<file path="config.mk">
export PLATFORM = sky130hd
export DESIGN_NAME = divider_flat
export DESIGN_NICKNAME = d
export VERILOG_FILES = /design/src/rtl/divider_if.sv /design/src/rtl/divider.sv /design/src/flat_wrapper.sv
export SDC_FILE = /design/constraint.sdc
export NUM_CORES = 1
export LEC_CHECK = 0
export ABC_AREA = 0
export ABC_CLOCK_PERIOD_IN_PS = 5460
export CORE_AREA = 2 2 113 115
export CTS_CLUSTER_SIZE = 12
export DETAILED_ROUTE_END_ITERATION = 7
export DIE_AREA = 0 0 115 117
export PLACE_DENSITY = 0.75
export REMOVE_ABC_BUFFERS = 1
export SLEW_MARGIN = 10
export SYNTH_ARGS = -nofsm -noshare
export SYNTH_HDL_FRONTEND = slang
export SYNTH_SLANG_ARGS = --single-unit
</file>
<file path="constraint.sdc">
create_clock -name clk -period 5.46 [get_ports clk]
set_input_delay 0.819 -clock clk [delete_from_list [all_inputs] [get_ports clk]]
set_output_delay 0.819 -clock clk [all_outputs]
set_load 0.03 [all_outputs]
</file>
<file path="src/rtl/divider_if.sv">
// Operand/result bundle for the iterative divider.
// The master drives the operands, and the slave (the divider) returns the result.
interface divider_if;
    logic [15:0] dividend;
    logic [15:0] divisor;
    logic        validity;
    logic [31:0] result;

    modport master (
        output dividend,
        output divisor,
        input  validity,
        input  result
    );

    modport slave (
        input  dividend,
        input  divisor,
        output validity,
        output result
    );
endinterface

</file>
<file path="src/rtl/divider.sv">
// Unsigned 16/16 restoring divider, one quotient bit per clock, MSB first.
// result = {remainder, quotient}; it restarts on its own when the operands change.
module divider (
    input  logic      clk,
    input  logic      reset,
    divider_if.slave  bus
);

    typedef enum logic [1:0] {
        LOAD,
        BUSY,
        DONE
    } state_t;

    state_t      state_q;
    logic [15:0] dvd_q;
    logic [15:0] dvs_q;
    logic [15:0] work_q;
    logic [15:0] rem_q;
    logic [4:0]  cnt_q;
    logic [31:0] result_q;
    logic        validity_q;

    logic [16:0] shift_d;
    logic        fits_d;
    logic [15:0] rem_d;
    logic [15:0] work_d;
    logic        changed_d;

    // work_q starts as the dividend; each step moves its MSB into the remainder
    // and shifts the new quotient bit in at the LSB. After 16 steps it holds the quotient.
    always_comb begin
        shift_d   = {rem_q, work_q[15]};
        fits_d    = shift_d >= {1'b0, dvs_q};
        rem_d     = fits_d ? 16'(shift_d - {1'b0, dvs_q}) : shift_d[15:0];
        work_d    = {work_q[14:0], fits_d};
        changed_d = (bus.dividend != dvd_q) || (bus.divisor != dvs_q);
    end

    always_ff @(posedge clk) begin
        if (reset) begin
            state_q    <= LOAD;
            dvd_q      <= '0;
            dvs_q      <= '0;
            work_q     <= '0;
            rem_q      <= '0;
            cnt_q      <= '0;
            result_q   <= '0;
            validity_q <= 1'b0;
        end else begin
            case (state_q)
                LOAD: begin
                    dvd_q      <= bus.dividend;
                    dvs_q      <= bus.divisor;
                    work_q     <= bus.dividend;
                    rem_q      <= '0;
                    cnt_q      <= '0;
                    validity_q <= 1'b0;
                    state_q    <= BUSY;
                end
                BUSY: begin
                    rem_q  <= rem_d;
                    work_q <= work_d;
                    cnt_q  <= cnt_q + 5'd1;
                    if (cnt_q == 5'd15) begin
                        result_q   <= {rem_d, work_d};
                        validity_q <= 1'b1;
                        state_q    <= DONE;
                    end
                end
                DONE: begin
                    if (changed_d) begin
                        validity_q <= 1'b0;
                        state_q    <= LOAD;
                    end
                end
                default: begin
                    validity_q <= 1'b0;
                    state_q    <= LOAD;
                end
            endcase
        end
    end

    assign bus.result   = result_q;
    assign bus.validity = validity_q;

endmodule

</file>
<file path="src/flat_wrapper.sv">
// flat-port wrapper written by rule: the top's interface ports become plain ports
module divider_flat 
  (clk, reset, bus_dividend, bus_divisor, bus_validity, bus_result);
  divider_if bus_i ();
  input  logic clk;
  input  logic reset;
  input wire logic [$bits(bus_i.dividend)-1:0] bus_dividend;
  input wire logic [$bits(bus_i.divisor)-1:0] bus_divisor;
  output wire logic [$bits(bus_i.validity)-1:0] bus_validity;
  output wire logic [$bits(bus_i.result)-1:0] bus_result;
  assign bus_i.dividend = bus_dividend;
  assign bus_i.divisor = bus_divisor;
  assign bus_validity = bus_i.validity;
  assign bus_result = bus_i.result;
  divider u_core (.clk(clk), .reset(reset), .bus(bus_i));
endmodule
</file>
# == Word level (Yosys, flattened, before mapping) ==
# Index checks and enable logic that the tools add are counted.
# op_classes
n_addsub,2
mul,0
div,0
n_lt_le_gt_ge,1
n_eq_ne,7
shifts,0
mux,10
n_bitwise,0
n_reduce_logical,5
# op_table
operator,n
16-bit one-hot mux with 2 select lines,2
16-bit != test,2
17-bit by 16-bit >= comparator with 1-bit output,1
16-bit two-way mux,1
16-bit subtractor,1
5-bit one-hot mux with 2 select lines,1
2-bit one-hot mux with 3 select lines,1
"5-bit by 1-bit adder with 5-bit output, second input constant",1
"5-bit by 4-bit equality test with 1-bit output, second input constant",1
2-bit two-way mux,2
"2-bit by 1-bit != test with 1-bit output, second input constant",2
2-bit AND reduction,2
"2-bit by 1-bit equality test with 1-bit output, second input constant",1
"2-bit equality test, second input constant",1
2-bit zero test,1
1-bit two-way mux,2
1-bit one-hot mux with 2 select lines,1
2-bit nonzero test,1
1-bit logical OR,1
# word_totals
register_bits,104
latchBits,0
ram_bits,0
mem_bits_ro,0
word_cells,33
memories,0

# == Depth between registers and ports, before layout ==
# Gate-level depths: netlist (run 1).
# depth
ltp_word,4
depth_mapped,10
depth_no_buf,10

# == Least setup slack after synthesis (run 1) ==
# No wires, ideal clock.
# synth_path
path_type,register -> register
startpoint,register u_core.work_q[15]
endpoint,register u_core.result_q[26] (netlist: u_core.bus.result[26])
setup_ns,0.091
t_arrival_ns,2.218
required_time_ns,5.369
slack_ns,3.151
path_stages_with_launch,11
n_path_buf,0
period_less_slack_ns,2.309
cell_sequence,dfxtp_1 -> inv_1 -> ha_1 -> inv_1 -> fa_1 -> a21o_1 -> a221oi_1 -> o21ai_0 -> xor2_1 -> o21ai_1 -> a311oi_1
# synth_between
elab_chain_cells,2
word_cells_on_any_way,3
# synth_rtl
element,line,text
start: declaration,divider.sv:18,logic [15:0] work_q;
start signal: assignment,divider.sv:55,work_q <= bus.dividend;
start signal: assignment,divider.sv:63,work_q <= work_d;
16-bit subtractor / 17-bit by 16-bit >= comparator with 1-bit output (equally long branches),"divider.sv:35, divider.sv:34",
16-bit two-way mux (*),divider.sv:35,"rem_d = fits_d ? 16'(shift_d - {1'b0, dvs_q}) : shift_d[15:0];"
end signal: assignment,divider.sv:66,"result_q <= {rem_d, work_d};"
end: declaration,divider.sv:21,logic [31:0] result_q;
# Every way passes the cells marked *; elsewhere a longest branch is shown, timed or not.
# A chain may end at the register's enable or synchronous reset.

# == Worst setup path in the final report (run 1) ==
# layout_path
startpoint,register u_core.dvs_q[4]
endpoint,register u_core.rem_q[12]
# layout_between
elab_chain_cells,3
word_cells_on_any_way,4
# layout_rtl
element,line,text
start: declaration,divider.sv:17,logic [15:0] dvs_q;
start signal: assignment,divider.sv:54,dvs_q <= bus.divisor;
16-bit subtractor / 17-bit by 16-bit >= comparator with 1-bit output (equally long branches),"divider.sv:35, divider.sv:34",
16-bit two-way mux (*),divider.sv:35,
16-bit one-hot mux with 2 select lines (*),divider.sv:51,case (state_q)
end signal: assignment,divider.sv:62,rem_q <= rem_d;
end: declaration,divider.sv:19,logic [15:0] rem_q;
# Marked as above.

==> impl.org, run 1 <==
** Logic synthesis
- Sequential fraction of the synthesis area :: about 37%
- For this run, asynchronously set or reset flops after synthesis account for 0%.
- Synthesis inferred 103 register bits.
- Syn Std Cell Area :: 5510 um^2
- Yosys attributes the largest share of cell area to dfxtp_1 (37%), nand2_1 (8.6%), a21oi_1 (7.6%), ha_1 (4.1%), nor2_1 (4.0%).
- After synthesis, the mean cell area works out to a little under 8 um^2.
- Synth warnings :: 0
- Counting every instance in the synthesized netlist gives between 700 and 800.
- In the synthesized netlist the dominant register cell turns out to be dfxtp_1.
- In this run, synthesis inferred 0 flip-flops with an integrated enable.
- Fraction of synthesized cell area taken by the top area cell type :: ~37%
- Distinct cells, synth :: 59
- Largest area contributor in the synthesized netlist :: dfxtp_1

** STA
- Static timing analysis puts the maximum clock frequency at ~330 MHz.
- Dividing the final minimum period by the clock period gives between 50 and 60%.
- Sum of negative setup slack :: 0 ns
- For the finished layout, the period the worst path requires is 3.06 ns.
- Setup slack closes at roughly 2.4 ns.
- RSZ-0062 raised after global routing :: false
- In this run the tightest slew margin relative to its limit is a little over a fifth.
- The number of max-slew violations in the final report came to 0.
- For the pin with the worst max-slew slack, the measured transition is between 1 and 1.5 ns.
- Setup clock skew after layout :: between 0.01 and 0.015 ns
- Number of setup violations in the final report :: 0
- Final number of hold-violating endpoints :: 0

** Final layout
- After routing the design area is between 6000 and 7000 um^2.
- N_diodes :: 0
- Cells with a size suffix above 1 make up ~4.2% of the layout.
- Net count reported at finish :: 789
- Leaving out filler cells and counting taps, the final layout contains just under 900.
- From synthesis to final layout, the design area changed by 18.0%.

** GRT
- The first global-routing pass estimated approximately 24,000 um of wire.
- Number of global-route vias before repair :: 5,000
- GRT Residual Overflow :: 0
- Overall global routing resource usage :: between 20% and 30%
- Initial antenna violation count :: 0
- Entering global routing, the biggest net connects 64 pins.

** Place
- Placed Instance Area :: just over 6000 um^2
- Worst slack after detailed placement :: ~2.5 ns
- At the end of routability-driven placement, the weighted congestion stood at 0.914.
- Port buffering added 66 buffers.
- Dpl cells :: ~900
- Summed over all nets, the half-perimeter wirelength after detailed placement is approximately 11,000 um.

** Setup path
- STA classifies the critical path startpoint as a flip-flop.
- Critical-path maximum fanout :: 26
- Crit. End Element :: flip-flop
- At the worst endpoint, the required time is roughly 5.7 ns.
- At the worst endpoint, the arrival time is roughly 3.3 ns.
- Critical path class :: reg2reg

** Clock tree
- The number of hold buffers added after CTS was 0.
- Clock root cell :: clkbuf_16
- The number of gates resized after CTS was 0.
- Insertion delay of the later-clocked pin in the worst-skew pair :: about 0.36 ns
- TritonCTS created 9 clock buffers.
- TritonCTS clock tree :: done
- After clock tree synthesis, the clock-pin slew on the worst setup and hold paths is approximately 0.070 ns.
- Count of H-tree levels built during CTS :: 3
- In this run the deepest clock path goes through 2 buffers.
- After clock tree synthesis, the setup repair step added 0 buffers.
- The tree built by TritonCTS fans out to 103 sinks.

** Drt
- Mean routed wirelength per cell :: 16.4 um
- Routed vias/inst :: around 5.8
- Routed wire length :: around 15,000 um
- Remaining design rule violation count :: 0
- Antenna viol nets, final :: 0
- Detailed routing inserted a total of 5,164 vias.
- The pre-antenna-repair detailed-routing pass consisted of 5 iterations.
- Drt first-iter violations :: 226

** Die
- The die is approximately 120 um wide.
- Initial cell density of the core :: 44.7%
- Die footprint :: approximately 13,000 um^2
- Row Count :: ~40
- Ports placed on the boundary :: 67
- Core Box Area :: roughly 12,000 um^2
- From bottom edge to top edge, the die measures between 100 and 150 um.

** Power
- Total Power Consumption :: approximately 2.8 mW
- VDD IR-drop max :: about 0.26 mV
- Leakage component of the power :: about 2.4 nW
- For this design the ratio of total power to cell area is approximately 430 nW/um^2.

** Run status
- Run status :: completed

** Hold path
- The path class of the tightest hold or removal check is reg2reg.

** Flow run
- The tool flagged a number of max-cap violations equal to 0.
==> cell type report <==
cell class	instances	area, um^2
fill	1158	5810
clock inverter	4	77.6
clock buffer	11	233
timing repair buffer	72	701
tap	150	188
inverter	19	71.3
sequential	103	2060
multi-input combinational	531	3170
==> per-layer routing <==
| layer | GRT usage [%] | part of all wire (%) |
|---|---|---|
| met5 | 0 | 0 |
| met4 | 7.31 | 2.0 |
| met3 | 5.30 | 5.7 |
| met2 | 39.0 | 50 |
| met1 | 26.6 | 43 |
==> state kept, by name, summed over array words and instances (netlist names) <==
signal	cells
u_core.state_q	1
u_core.work_q	16
u_core.cnt_q	5
u_core.dvd_q	16
u_core.bus.validity	1
u_core.bus.result	32
u_core.rem_q	16
u_core.dvs_q	16
==> metrics by stage <==
stage	hold slack [ns]	utilization (%)
6_report	0.458	52.8
5_1_grt	0.477	52.8
4_1_cts	0.463	52.8
3_5_place_dp	0.452	50.3
3_3_place_gp	0.449	50.3
2_1_floorplan	0.438	-
==> worst max-delay path: stages, from the launching register on <==
cell      delay (ns)
dfxtp_1         0.37
inv_1           0.06
ha_1            0.39
a21o_1          0.27
a31oi_2         0.24
a21oi_1         0.17
o21ai_2         0.92
a211oi_1        0.30
o21ai_0         0.25
==> placed cells by master (no fill, tap or decap), types with 3 or more instances in the layout <==
| cell type | synthesis | final |
|---|---|---|
| nand3b_1 | 7 | 7 |
| inv_1 | 19 | 19 |
| a211oi_1 | 11 | 11 |
| dfxtp_1 | 103 | 103 |
| o211ai_1 | 14 | 14 |
| xnor2_1 | 17 | 17 |
| a311oi_1 | 9 | 9 |
| o21ai_1 | 7 | 7 |
| nor2_1 | 59 | 58 |
| clkdlybuf4s50_1 | 0 | 65 |
| nand3_1 | 14 | 14 |
| o21a_1 | 7 | 7 |
| o21ai_0 | 21 | 21 |
| and3_1 | 3 | 3 |
| a31oi_1 | 3 | 3 |
| nor2b_1 | 5 | 4 |
| a21oi_1 | 84 | 84 |
| mux2i_1 | 16 | 16 |
| o31ai_1 | 8 | 8 |
| nor4_1 | 7 | 7 |
| nor3_1 | 8 | 8 |
| xor2_1 | 23 | 23 |
| clkbuf_16 | 0 | 9 |
| nand4_1 | 16 | 16 |
| a21o_1 | 3 | 3 |
| and2_1 | 3 | 3 |
| nand2_1 | 126 | 126 |
| buf_4 | 2 | 6 |
| nand2b_1 | 5 | 5 |
| ha_1 | 18 | 18 |
| or3_1 | 5 | 5 |
==> synth_stat cells, drive strengths merged, types with 8 or more instances <==
| library cell | number |
|---|---|
| clkbuf | 35 |
| nand4 | 16 |
| o211ai | 14 |
| a21oi | 84 |
| dfxtp | 103 |
| xor2 | 23 |
| nand2 | 126 |
| a311oi | 9 |
| nand3 | 14 |
| nor3 | 8 |
| a211oi | 11 |
| nor2 | 60 |
| inv | 19 |
| ha | 18 |
| buf | 14 |
| o31ai | 8 |
| mux2i | 16 |
| xnor2 | 17 |
| o21ai | 29 |
==> kinds of logic after synthesis <==
family	after synthesis	share of synthesized area [%]
flip-flops	103	37.4
XOR/XNOR	40	6.36
AO/OA/AOI/OAI	191	22.1
adder cells (fa/ha/maj)	19	4.45
buffers and inverters	68	5.11
AND/OR/NAND/NOR	265	21.6
multiplexers	16	2.91
==> worst paths after layout <==
check,start,end,slack [ns],cells past startpoint
worst max register to register,u_core.dvs_q[4],u_core.rem_q[12],2.40,8
worst max-delay path,u_core.dvs_q[4],u_core.rem_q[12],2.40,8
worst min-delay path,u_core.bus.result[11],u_core.bus.result[11],0.46,2
worst min register to register,u_core.bus.result[11],u_core.bus.result[11],0.46,2
==> power breakdown <==
group | internal [mW] | switching [mW]
Clock | 0.403 | 0.289
Combinational | 0.455 | 0.798
Sequential | 0.810 | 0.0628
Note: power is estimated with default switching activity, not from simulation.
==> run 2, diff against run 1 <==
ABC_CLOCK_PERIOD_IN_PS = 2990   (was 5460)
clock period = 2.99 ns   (was 5.46 ns; I/O delays follow)
==> impl.org, run 2 (same netlist as run 1, synthesis figures left out) <==
** GRT
- The wire length of the first global-routing pass was 24,100 um (+1.1%).
- The sum of overflow across all layers after global routing is 0 (unchanged).
- The pin count of the biggest net entering global routing came to 97 (+52%).
- The via count of the first global-routing pass was 4,861 (-2.8%).
- The total routing usage reported by global routing was 22.9% (+0.74 points).
- Initial antenna violation count :: 0 (unchanged)

** STA
- The final hold violation count was 0 (unchanged).
- Count of pins over their slew limit :: 0 (unchanged)
- Transition time at the pin with the least slew margin :: 0.699 ns (-0.477 ns)
- The final-layout setup total negative slack came to 0 ns (unchanged).
- RSZ-0062 raised after global routing :: false
- The headroom to the max-slew limit is 53.3% (+32 points).
- The final period demand of the worst path is 2.75 ns (-0.309 ns).
- Setup clock skew after layout :: 0.0109 ns (-0.000158 ns)
- Max Freq :: 363 MHz (+11%)
- The final clock period utilization by the worst path was 92.0% (+36 points).
- Number of setup violations in the final report :: 0 (unchanged)

** Final layout
- Share of final-layout standard cells stronger than drive strength 1 :: 5.85% (+1.7 points)
- Non-Filler Instances :: 902 (+1.3%)
- Leaving out fill and tap cells, the most frequent cells in the layout are nand2_1 (126), dfxtp_1 (103), a21oi_1 (84).
- The final-layout fill cell count is 1,192 (+2.9%).
- The sequential cell area came to 2060 um^2 (unchanged).
- Compared with the post-synthesis result, the final layout area differs by 19.9%.
- The flip-flop count of the largest register after layout was 32 (unchanged).
- The library cell used most frequently in the layout, excluding fill and tap cells, is nand2_1.
- The number of antenna cells inserted came to 0 (unchanged).
- The final-stage net count is 800 (+1.4%).
- The footprint of the multi-input gates came to 3170 um^2 (about the same).

** Drt
- The routed wirelength normalized by instance count was 16.4 um (-0.36%).
- The detailed-route wire length came to 14,800 um (+0.98%).
- Antenna viol nets, final :: 0 (unchanged)
- The number of vias in the routed layout was 5,115 (-0.95%).
- The violation count after the first detailed-routing iteration came to 316 (+40%).
- TritonRoute pass-1 iters :: 5 (unchanged)
- Routed vias/inst :: 5.67 (-2.3%)
- The count of unresolved DRC violations after routing was 0 (unchanged).

** Place
- The cell total after placement was 886 (+1.3%).
- The final estimated routing congestion in global placement was 0.900 (-1.5%).
- The HPWL after detailed placement is 10,700 um (+1.9%).
- The number of I/O port buffers came to 66 (unchanged).

** Die
- Initial cell density of the core :: 44.7% (unchanged)
- The number of I/O pins is 67 (unchanged).
- The die extent in x was 115 um (unchanged).
- Die height :: 117 um (unchanged)
- The core footprint was 12,300 um^2 (unchanged).
- Row Count :: 41 (unchanged)
- The overall die area came to 13,500 um^2 (unchanged).

** Setup path
- Tracing the worst setup path back leads to its startpoint at u_core.dvs_q[4].
- Crit. End Element :: flip-flop
- Critical register-to-register path startpoint :: u_core.dvs_q[4]
- Data required time at the worst endpoint :: 3.21 ns (-2.52 ns)
- Arrival time at the worst endpoint :: 2.97 ns (-0.36 ns)
- The highest net fanout along the worst path came to 11 (-58%).
- The number of cell instances on the worst register-to-register path was 9 (+1).
- Worst setup SP type :: flip-flop
- Capturing instance or port of the critical path :: u_core.rem_q[10]
- R2r setup slk :: 0.24 ns (-2.16 ns)
- The worst register-to-register path ends at u_core.rem_q[10].
- Critical path class :: reg2reg

** Clock tree
- Clock root cell :: clkbuf_16
- The hold-fix buffer count after cts came to 0 (unchanged).
- Count of H-tree levels built during CTS :: 3 (unchanged)
- CTS Buffer Depth :: 2 (unchanged)
- Resized Gates After CTS :: 0 (unchanged)
- The number of setup buffers added after CTS was 0 (unchanged).
- The clock-pin slew on the worst setup and hold paths was 0.08 ns (about the same).
- The total CTS buffers was 9 (unchanged).
- TritonCTS clock tree :: done
- Insertion delay of the later-clocked pin in the worst-skew pair :: 0.35 ns (about the same)
- Number of sinks driven by the clock tree :: 103 (unchanged)

** Power
- The peak supply drop is 0.426 mV (+67%).
- Pwr dens :: 792 nW/um^2 (+83%)
- The leakage power is 2.49 nW (+2.8%).

** Flow run
- Max-Cap Viols :: 0 (unchanged)

** Hold path
- Hold WC Path Type :: reg2reg

** Run status
- The run finished with clean final reports.
[run 2: worst min path at each step]
| stage | from | to | cells after the start |
|---|---|---|---|
| after floorplan | u_core.work_q[1] | u_core.bus.result[2] | 2 |
| after global placement | u_core.bus.result[3] | u_core.bus.result[3] | 2 |
| after detailed placement | u_core.bus.result[15] | u_core.bus.result[15] | 2 |
| after CTS | u_core.bus.result[9] | u_core.bus.result[9] | 2 |
| after global routing | u_core.bus.result[11] | u_core.bus.result[11] | 2 |
| final | u_core.bus.result[11] | u_core.bus.result[11] | 2 |
[run 2: per-stage QoR]
stage	hold slack [ns]	power (mW)	utilization [%]	worst slack [ns]	instance area (um^2)
after floorplan	0.438	3.25	-	0.571	5300
after global placement	0.445	3.94	51.1	0.465	6300
after detailed placement	0.447	3.98	51.1	0.287	6300
after CTS	0.455	5.22	53.6	0.280	6600
after global routing	0.479	5.56	53.6	0.0483	6600
final	0.453	5.23	53.6	0.238	6600
[run 2: final cells by class]
cell class	instances	area share [%]
multi-input cells	531	48.0
flip-flops and latches	103	31.2
repair buffers	83	12.2
clock buffers	9	3.41
well taps	150	2.84
clock inverters	7	1.21
inverters	19	1.08
[run 2: power breakdown]
part	internal, mW	switching [mW]
combinational	0.923	1.48
clock	0.663	0.569
sequential	1.48	0.113
[run 2: worst max-delay path: stages, from the launching register on]
cell      delay (ns)
dfxtp_1         0.37
inv_1           0.06
ha_1            0.39
a21o_1          0.27
a31oi_2         0.25
a21oi_1         0.17
o21a_1          0.32
buf_4           0.22
nor2_1          0.40
o211ai_1        0.18
[run 2: metal layers]
| metal | track usage, % | part of all wire [%] | vias to the layer above |
|---|---|---|---|
| li1 | - | - | 2560 |
| met1 | 28.7 | 44 | 2378 |
| met2 | 38.8 | 48 | 155 |
| met3 | 4.12 | 5.7 | 22 |
| met4 | 9.64 | 2.5 | 0 |
| met5 | 0 | 0 | - |
==> run 3, diff against run 2 <==
ABC_AREA = 1   (was 0)
CORE_AREA = 2 2 114 116   (was 2 2 113 115)
DIE_AREA = 0 0 116 118   (was 0 0 115 117)
PLACE_DENSITY = 0.74   (was 0.75)
==> impl.org, run 3 <==
** Clock tree
- The cell sitting at the root of the clock tree is a clkbuf_16.
- The total CTS buffers came to 9 (unchanged).
- The clock net sink count came to 103 (unchanged).
- Insertion delay of the later-clocked pin in the worst-skew pair :: 0.36 ns (about the same)
- Number of buffers inserted by post-CTS setup repair :: 0 (unchanged)
- CTS Hold Buffers Added :: 0 (unchanged)
- The H-tree depth is 3 (unchanged).
- TritonCTS clock tree :: done
- The maximum number of buffers from clock root to sink is 2 (unchanged).
- Resized Gates After CTS :: 0 (unchanged)
- The clock-pin slew on the worst setup and hold paths was 0.08 ns (about the same).

** Hold path
- Worst Hold Path EP :: u_core.cnt_q[3]
- Worst hold path startpoint :: u_core.cnt_q[3]
- Count of cells along the worst hold path :: 1 (-1)
- Hold WC Path Type :: reg2reg

** Setup path
- Endpoint of the lowest-slack register-to-register path :: u_core.rem_q[8]
- R2r setup slk :: 0.65 ns (+0.42 ns)
- Buf+Inv Stages, Crit Path :: 1 (-1)
- Critical path class :: reg2reg
- The maximum single-stage delay on the critical path is 0.37 ns (-0.03 ns).
- The worst endpoint data arrival time is 2.62 ns (-0.35 ns).
- Worst reg2reg path depth :: 11 (+2)
- Among the stages of the critical path, the cell type that occurs most often is nand2_1.
- Cell with the largest stage delay on the worst path :: ha_1
- The worst register-to-register path begins at u_core.dvs_q[11].
- Top delay family on crit path :: simple AND/OR/NAND/NOR gates
- Critical path, cell by cell :: inv_1 -> ha_1 -> nand2_1 -> nor2_2 -> nand4_1 -> nand2_2 -> nor2_4 -> nand2_4 -> nand2_1 -> nand3_1 -> a21oi_1
- The worst setup path is launched from a flip-flop.
- Critical-path maximum fanout :: 20 (+9)
- Data required time at the worst endpoint :: 3.28 ns (+0.07 ns)
- Crit. End Element :: flip-flop

** Logic synthesis
- The post-synthesis register bit count came to 103 (unchanged).
- The yosys synthesis warning count was 0 (unchanged).
- Largest area contributor in the synthesized netlist :: dfxtp_1
- Library cell with the highest instance count after synthesis :: nand2_1
- Fraction of synthesized cell area taken by the top area cell type :: 37.0% (-0.49 points)
- Top cells by area, synth :: dfxtp_1 (37%), nand2_1 (12%), inv_1 (8.8%), a21oi_1 (5.8%), o21ai_0 (5.7%)
- Sequential fraction of the synthesis area :: 37.0% (-0.49 points)
- The async set-reset flop share out of synthesis was 0% (unchanged).
- Among all flip-flop cells after synthesis, the most frequent one is dfxtp_1.
- Number of flops mapped to enable cells by yosys :: 0 (unchanged)
- Syn Std Cell Area :: 5580 um^2 (+1.3%)
- Synth top cells by count :: nand2_1 (185), inv_1 (131), dfxtp_1 (103), a21oi_1 (65), o21ai_0 (64)
- The post-synthesis area per instance was 6.98 um^2 (-11%).
- The unique cell type count in the Yosys netlist is 39 (-34%).
- Mapped Cells :: 800 (+14%)

** Final layout
- The fraction of final layout cells with drive strength greater than 1 was 6.97% (+1.1 points).
- Most frequent standard cell in the layout excluding fill and tap cells :: nand2_1
- Number of inserted filler cells in the final layout :: 1,253 (+5.1%)
- Commonest non-fill, non-tap cells in the layout :: nand2_1 (185), inv_1 (131), dfxtp_1 (103)
- Net count reported at finish :: 909 (+14%)
- Area of all placed cells without fillers :: 6650 um^2 (+0.68%)
- Number of flip-flops in the largest register :: 32 (unchanged)
- Relative area change from synthesis to final layout :: 19.1%
- The number of antenna cells inserted is 0 (unchanged).

** STA
- Post-route worst hold slack :: 0.452 ns (-0.00179 ns)
- Setup clock skew after layout :: 0.00957 ns (-0.00135 ns)
- The final-layout setup total negative slack came to 0 ns (unchanged).
- The final-report setup violation count came to 0 (unchanged).
- The final clock period utilization by the worst path is 78.1% (-14 points).
- RSZ-0062 raised after global routing :: false
- Min Tclk post-route :: 2.34 ns (-0.417 ns)
- The headroom to the max-slew limit is 60.5% (+7.2 points).
- The number of max-slew violations in the final report came to 0 (unchanged).
- The worst-margin pin slew was 0.589 ns (-0.110 ns).
- The maximum clock rate was 428 MHz (+18%).
- The final hold violation count came to 0 (unchanged).

** Place
- Count of buffers from port buffering :: 66 (unchanged)
- The HPWL after detailed placement was 10,400 um (-2.8%).
- The post-placement cell area was 6320 um^2 (+0.34%).
- GP Congestion :: 0.918 (+2.1%)

** Die
- Die height :: 118 um (+0.85%)
- The number of I/O pins came to 67 (unchanged).
- The number of standard-cell rows in the floorplan came to 41 (unchanged).
- The die extent in x was 116 um (+0.87%).
- The core footprint is 12,400 um^2 (+0.83%).
- The effective utilization at floorplan is 45.0% (+0.21 points).
- Die footprint :: 13,700 um^2 (+1.7%)

** Flow run
- The number of maximum-capacitance violations came to 0 (unchanged).

** Drt
- TritonRoute pass-1 iters :: 5 (unchanged)
- The detailed-route wire length is 14,700 um (about the same).
- The ratio of routed vias to standard cells was 5.03 (-11%).
- The violation count after the first detailed-routing iteration was 501 (+59%).
- The number of nets with antenna violations after detailed routing is 0 (unchanged).
- Mean routed wirelength per cell :: 14.3 um (-13%)
- Remaining design rule violation count :: 0 (unchanged)
- The number of vias in the routed layout came to 5,192 (+1.5%).

** Power
- The peak supply drop was 0.380 mV (-11%).
- Part of the power in the clock network :: 27.0% (+3.4 points)
- Reg power frac :: 32.8% (+2.3 points)
- The leakage power came to 3.05 nW (+22%).
- The ratio of total power to cell area came to 711 nW/um^2 (-10%).
- Share of power burned in combinational logic :: 40.2% (-5.8 points)
- The switching power share of the total is 40.6% (-0.75 points).
- The net switching power was 1.92 mW (-11%).
- Internal power component :: 2.81 mW (-8.4%)

** GRT
- The pin count of the biggest net entering global routing is 62 (-36%).
- The via count of the first global-routing pass came to 4,868 (+0.14%).
- Initial antenna violation count :: 0 (unchanged)
- Global-route wire length before repair :: 24,400 um (+0.97%)
- The total routing usage reported by global routing was 22.3% (-0.57 points).
- GRT Residual Overflow :: 0 (unchanged)

** Run status
- The run finished with clean final reports.
==> run 3: cell count changes after synthesis, sizes merged, moves of 11 or more <==
cell and change:
a211oi -11, a21oi -11, clkbuf -12, inv +115, mux2i -16, nand2 +69
nand3 +35, nand4 -12, o211ai -14, o21ai +37, o22ai +15
==> run 3: kinds of logic (layout without fill, tap and decap cells) <==
logic type,count (synthesis),after routing,synth area share [%]
AO/OA/AOI/OAI,169,169,16.9
flip-flops,103,103,37.0
XOR/XNOR,21,21,3.30
adder cells (fa/ha/maj),19,19,4.39
buffers and inverters,167,228,13.0
AND/OR/NAND/NOR,321,321,25.4
==> run 3: power by group through the flow <==
stage | clock network, mW | logic, mW | registers [mW]
after floorplan | 0 | 1.42 | 1.55
after global placement | 0 | 1.84 | 1.58
after detailed placement | 0 | 1.84 | 1.58
after CTS | 1.29 | 1.87 | 1.55
after global routing | 1.35 | 2.13 | 1.56
final | 1.28 | 1.90 | 1.55
==> run 3: layer usage <==
| layer | global-route usage (%) | up-vias | wire, um |
|---|---|---|---|
| met5 | 0 | - | 0 |
| met4 | 6.10 | 0 | 241 |
| met3 | 3.86 | 18 | 782 |
| met2 | 34.0 | 149 | 6490 |
| met1 | 32.3 | 2360 | 7230 |
| li1 | - | 2665 | - |
==> run 3: area by class of cell <==
type	instances	area, um^2	share of cell area (%)
Clock buffer	9	225	3.39
Clock inverter	7	104	1.56
Multi-Input combinational cell	530	2800	42.1
Sequential cell	103	2060	31.0
Timing Repair Buffer	77	738	11.1
Tap cell	172	215	3.24
Inverter	135	507	7.62
==> run 3: through the flow <==
step	total power [mW]	utilization [%]	instances	worst slack (ns)
floorplan	2.97	-	768	0.492
global placement	3.42	50.9	1017	0.753
detailed placement	3.42	50.9	1017	0.740
CTS	4.70	53.5	1033	0.713
global route	5.04	53.5	1033	0.483
finish	4.73	53.5	1033	0.655
==> run 3: worst max-delay path by stage <==
stage	startpoint	to	slack [ns]	cells past startpoint
after floorplan	u_core.cnt_q[1]	u_core.bus.result[17]	0.49	9
after global placement	u_core.dvs_q[14]	u_core.bus.result[20]	0.75	11
after detailed placement	u_core.dvs_q[14]	u_core.bus.result[20]	0.74	11
after CTS	u_core.dvs_q[11]	u_core.rem_q[8]	0.71	11
after global routing	u_core.dvs_q[11]	u_core.bus.result[21]	0.48	11
final	u_core.dvs_q[11]	u_core.rem_q[8]	0.65	11
==> RTL change 1 (settings of run 2) <==
Re-encode `state_t` (3 states) as one-hot, 3 bits wide.
--- a/src/rtl/divider.sv
+++ b/src/rtl/divider.sv
@@ -6,10 +6,10 @@
     divider_if.slave  bus
 );
 
-    typedef enum logic [1:0] {
-        LOAD,
-        BUSY,
-        DONE
+    typedef enum logic [2:0] {
+        LOAD = 3'b001,
+        BUSY = 3'b010,
+        DONE = 3'b100
     } state_t;
 
     state_t      state_q;
Check against the original RTL: same outputs for any inputs over 10 cycles, from zero or initial values and one cycle with reset high; not proved beyond that.
==> RTL change 1 against run 2 <==
Routed wire length decreased by 7.5%; sequential cell count increased by 1; final area decreased by 8.0%; setup slack improved by 0.12 ns; largest cell class unchanged; synthesized area decreased by 9.9%; critical path depth increased by 1; critical endpoint is now u_core.rem_q[7]; non-clock buffer count decreased by 3; synthesized cell count decreased by 11%.
Power is not compared: it rests on default switching activity, and its combinational part moved more than twofold at a synthesized area within 25%.
==> RTL change 1: results (changes against run 2) <==
| Metric | Value |
|---|---|
| Status | finished clean |
| Reg2reg start | u_core.dvs_q[2] |
| Final wirelength | 13,650 um (-7.5%) |
| # fillers | 1,185 (-0.59%) |
| Area post-placement | 5768 um2 (-8.4%) |
| Worst setup endpoint | u_core.rem_q[7] |
| First-pass GRT wire length | 21,990 um (-8.8%) |
| Worst Reg-to-Reg Cells | 10 (+1) |
| Flip-flop and latch area | 2082 um2 (+0.97%) |
| Seq/Total Area, Yosys | 41.97% (+4.5 points) |
| Final Hold Slack | 0.4575 ns (+0.004029 ns) |
| CP arrival | 2.85 ns (-0.12 ns) |
| Synth Area per Inst | 7.900 um2 (+0.69%) |
| Diode count | 0 (unchanged) |
| Seq cells post-synth | 104 (+0.97%) |
| Vias in the first global route | 4,417 (-9.1%) |
| Multi-In Gates | 467 (-12%) |
| CP Max Fanout | 6 (-5) |
| Multi-input combinational area share | 43.76% (-4.2 points) |
| Hold path start | u_core.bus.result[13] |
| Min cycle time layout | 2.629 ns (-0.1233 ns) |
| Finished Cell Area | 6073 um2 (-8.0%) |
| Placed wire-length estimate | 9844 um (-8.1%) |
| Multiplexer area fraction after synthesis | 2.018% (-0.89 points) |
| Top cells by area, synth | dfxtp_1, nand2_1, a21oi_1 |
| Largest net degree at the start of global routing | 50 (-48%) |
| Distinct cells, synth | 45 (-24%) |
| GRT Total Usage | 20.75% (-2.1 points) |
| Layout cells sized above 1 | 5.523% (-0.33 points) |
| Fraction of the mapped netlist area in compound gates | 19.34% (-2.7 points) |
| ClkCell Share | 4.986% (+0.36 points) |
| Xor and xnor area share after synthesis | 7.768% (+1.4 points) |
| NonClk Buf Share | 12.53% (+0.28 points) |
| Post-place setup slack | 0.2664 ns (-0.02037 ns) |
| Placer Congestion | 0.9346 (+3.9%) |
| WL/cell | 16.29 um (-0.39%) |
| Nonclk inv count | 22 (+3) |
| Flop-to-flop setup slack | 0.36 ns (+0.12 ns) |
| Synth Area in Adders | 4.943% (+0.49 points) |
| Synth cell count leaders | nand2_1, dfxtp_1, a21oi_1 |
RTL change 1: critical path, cell delays in order (launching register included):
cell	delay (ns)
dfxtp_1	0.38
inv_1	0.06
ha_1	0.38
nand3_1	0.15
a21oi_1	0.33
nor3_2	0.11
nor3_2	0.31
or2_4	0.25
buf_4	0.17
mux2i_1	0.27
o21ai_1	0.10
RTL change 1: routing by layer:
layer  global-route usage, %  vias up  part of all wire (%)
li1                        -     2273                     -
met1                   25.56     2206                    43
met5                       0        -                     0
met4                   6.586        0                   2.3
met2                   37.14      135                    50
met3                   3.450       28                   5.3
RTL change 1: power breakdown:
part | leakage [nW] | internal [mW] | switching, mW | total (mW)
Clock | 0.146 | 0.660 | 0.556 | 1.22
Combinational | 1.24 | 0.342 | 0.513 | 0.855
Sequential | 0.848 | 1.47 | 0.0674 | 1.53
Total | 2.24 | 2.47 | 1.14 | 3.60
==> RTL change 2 (settings of run 2) <==
Made on the original files. Make the reset (`reset`) asynchronous in one clocked block.
--- a/src/rtl/divider.sv
+++ b/src/rtl/divider.sv
@@ -37,7 +37,7 @@
         changed_d = (bus.dividend != dvd_q) || (bus.divisor != dvs_q);
     end
 
-    always_ff @(posedge clk) begin
+    always_ff @(posedge clk or posedge reset) begin
         if (reset) begin
             state_q    <= LOAD;
             dvd_q      <= '0;
Check against the original RTL: same outputs for any inputs over 10 cycles, from zero or initial values and one cycle with reset high; that may be too few to reach the edited logic, so the function may still have changed.
==> RTL change 2 against run 2 <==
Sequential cell count stayed put; global-route usage is 2.8 points lower; core utilization is 0.55 points lower; non-clock buffer count is 7 lower; total power is 10% higher; maximum frequency is 4.2% higher; routed wire length is 13% lower; via count is 19% lower; first-iteration DRC count is 23% lower; setup slack better by 0.11 ns; synthesized area is 2.6% lower; final area is 1.0% lower; largest cell class unchanged; highest routed layer unchanged.
==> RTL change 2: results (changes against run 2) <==
| Metric | Value |
|---|---|
| Status | finished clean |
| Final Skew | 0.008651 ns (-0.002267 ns) |
| Final Hold Slack | 0.4746 ns (+0.02113 ns) |
| Distinct cells, synth | 54 (-8.5%) |
| Synth cell count leaders | nand2_1, dfrtp_1, o21ai_0 |
| CP arrival | 2.86 ns (-0.11 ns) |
| First-pass GRT wire length | 20,870 um (-14%) |
| Worst setup path start | u_core.work_q[15] |
| Post CTS Setup Buffer Count | 0 (unchanged) |
| Inst Count DP | 752 (-15%) |
| Seq/Total Area, Yosys | 48.04% (+11 points) |
| Worst setup endpoint | u_core.bus.result[24] |
| Highest routing layer actually used | met4 |
| Min cycle time layout | 2.642 ns (-0.1101 ns) |
| Vias in the first global route | 4,252 (-13%) |
| Slowest-stage cell, CP | a221oi_2 |
| Max VDD drop | 0.5361 mV (+26%) |
| Area post-placement | 6187 um2 (-1.7%) |
| CTS root buf | clkbuf_16 |
| Leak | 3.009 nW (+21%) |
| Final layout net count | 666 (-17%) |
| Initial DRC count | 242 (-23%) |
| Drt pass-1 iters | 4 (-1) |
| DR WL met2 | 6250 um (-11%) |
| Initial antenna violation count | 0 (unchanged) |
| GRT Total Usage | 20.05% (-2.8 points) |
| Met3 WL post-DR | 484 um (-43%) |
| Placed wire-length estimate | 9476 um (-12%) |
| Hold path start | u_core.bus.result[11] |
| Largest net degree at the start of global routing | 51 (-47%) |
| Async S/R FF share, synth | 100.0% (+100 points) |
| Hold Path Sink | u_core.bus.result[11] |
| Worst Reg-to-Reg Cells | 11 (+2) |
| CP max stage delay | 0.46 ns (+0.06 ns) |
| Hold path depth | 2 (unchanged) |
| Cell internal pwr | 3.578 mW (+17%) |
| Synth Area per Inst | 9.667 um2 (+23%) |
| Placer Congestion | 0.8862 (-1.5%) |
| WL/cell | 16.79 um (+2.7%) |
| Layout cells sized above 1 | 8.738% (+2.9 points) |
| # fillers | 1,122 (-5.9%) |
| Routed vias | 4,149 (-19%) |
| Clk buf depth | 2 (unchanged) |
| Met1 WL | 5793 um (-11%) |
| Top cells by area, synth | dfrtp_1, nand2_1, o21ai_0 |
| Synth Flop Type | dfrtp_1 |
| Via density | 5.402 (-4.7%) |
| Max-slew headroom | 28.69% (-25 points) |
==> RTL change 2: cell count changes in the layout (fill, tap and decap cells not counted), moves of 12 or more <==
cell and change:
a21oi_1 -72, dfrtp_1 +103, dfxtp_1 -103, mux2_2 +19, mux2i_1 +12, nor2_1 -46, o21ai_0 +36, xnor2_1 +13
==> RTL change 2: metrics by stage <==
stage	utilization, %	power, mW
floorplan	-	3.595
global placement	50.25	4.358
detailed placement	50.25	4.403
CTS	53.07	5.792
global route	53.07	6.102
finish	53.07	5.753
==> RTL change 2: cells by family after synthesis <==
logic type	after synthesis	synth area share, %
AND/OR/NAND/NOR	172	13.62
adder cells (fa/ha/maj)	19	4.571
flip-flops	103	48.04
AO/OA/AOI/OAI	118	13.55
XOR/XNOR	43	7.020
buffers and inverters	53	3.988
multiplexers	47	9.212
==> RTL change 2: layout make-up <==
cell class                 count  area (um2)  share of cell area (%)
clock buffer                  10       229.0                   3.504
clock inverter                 6       117.6                   1.800
inverter                      24       92.59                   1.417
multi-input combinational    399        2581                   39.51
sequential                   103        2577                   39.45
tap                          150       187.7                   2.872
timing repair buffer          76       748.2                   11.45
==> RTL change 2: power by group through the flow <==
stage | Sequential (mW) | Combinational [mW] | Clock, mW
after global placement | 1.95 | 2.41 | 0
after floorplan | 2.20 | 1.39 | 0
after global routing | 1.97 | 2.67 | 1.46
after detailed placement | 1.96 | 2.44 | 0
final | 1.94 | 2.44 | 1.37
after CTS | 1.94 | 2.46 | 1.40
==> RTL change 2: per-layer routing <==
layer / GRT usage, % / vias to the layer above
met5: 0 / -
met1: 26.24 / 2028
li1: - / 2007
met3: 3.296 / 26
met2: 33.02 / 88
met4: 8.996 / 0
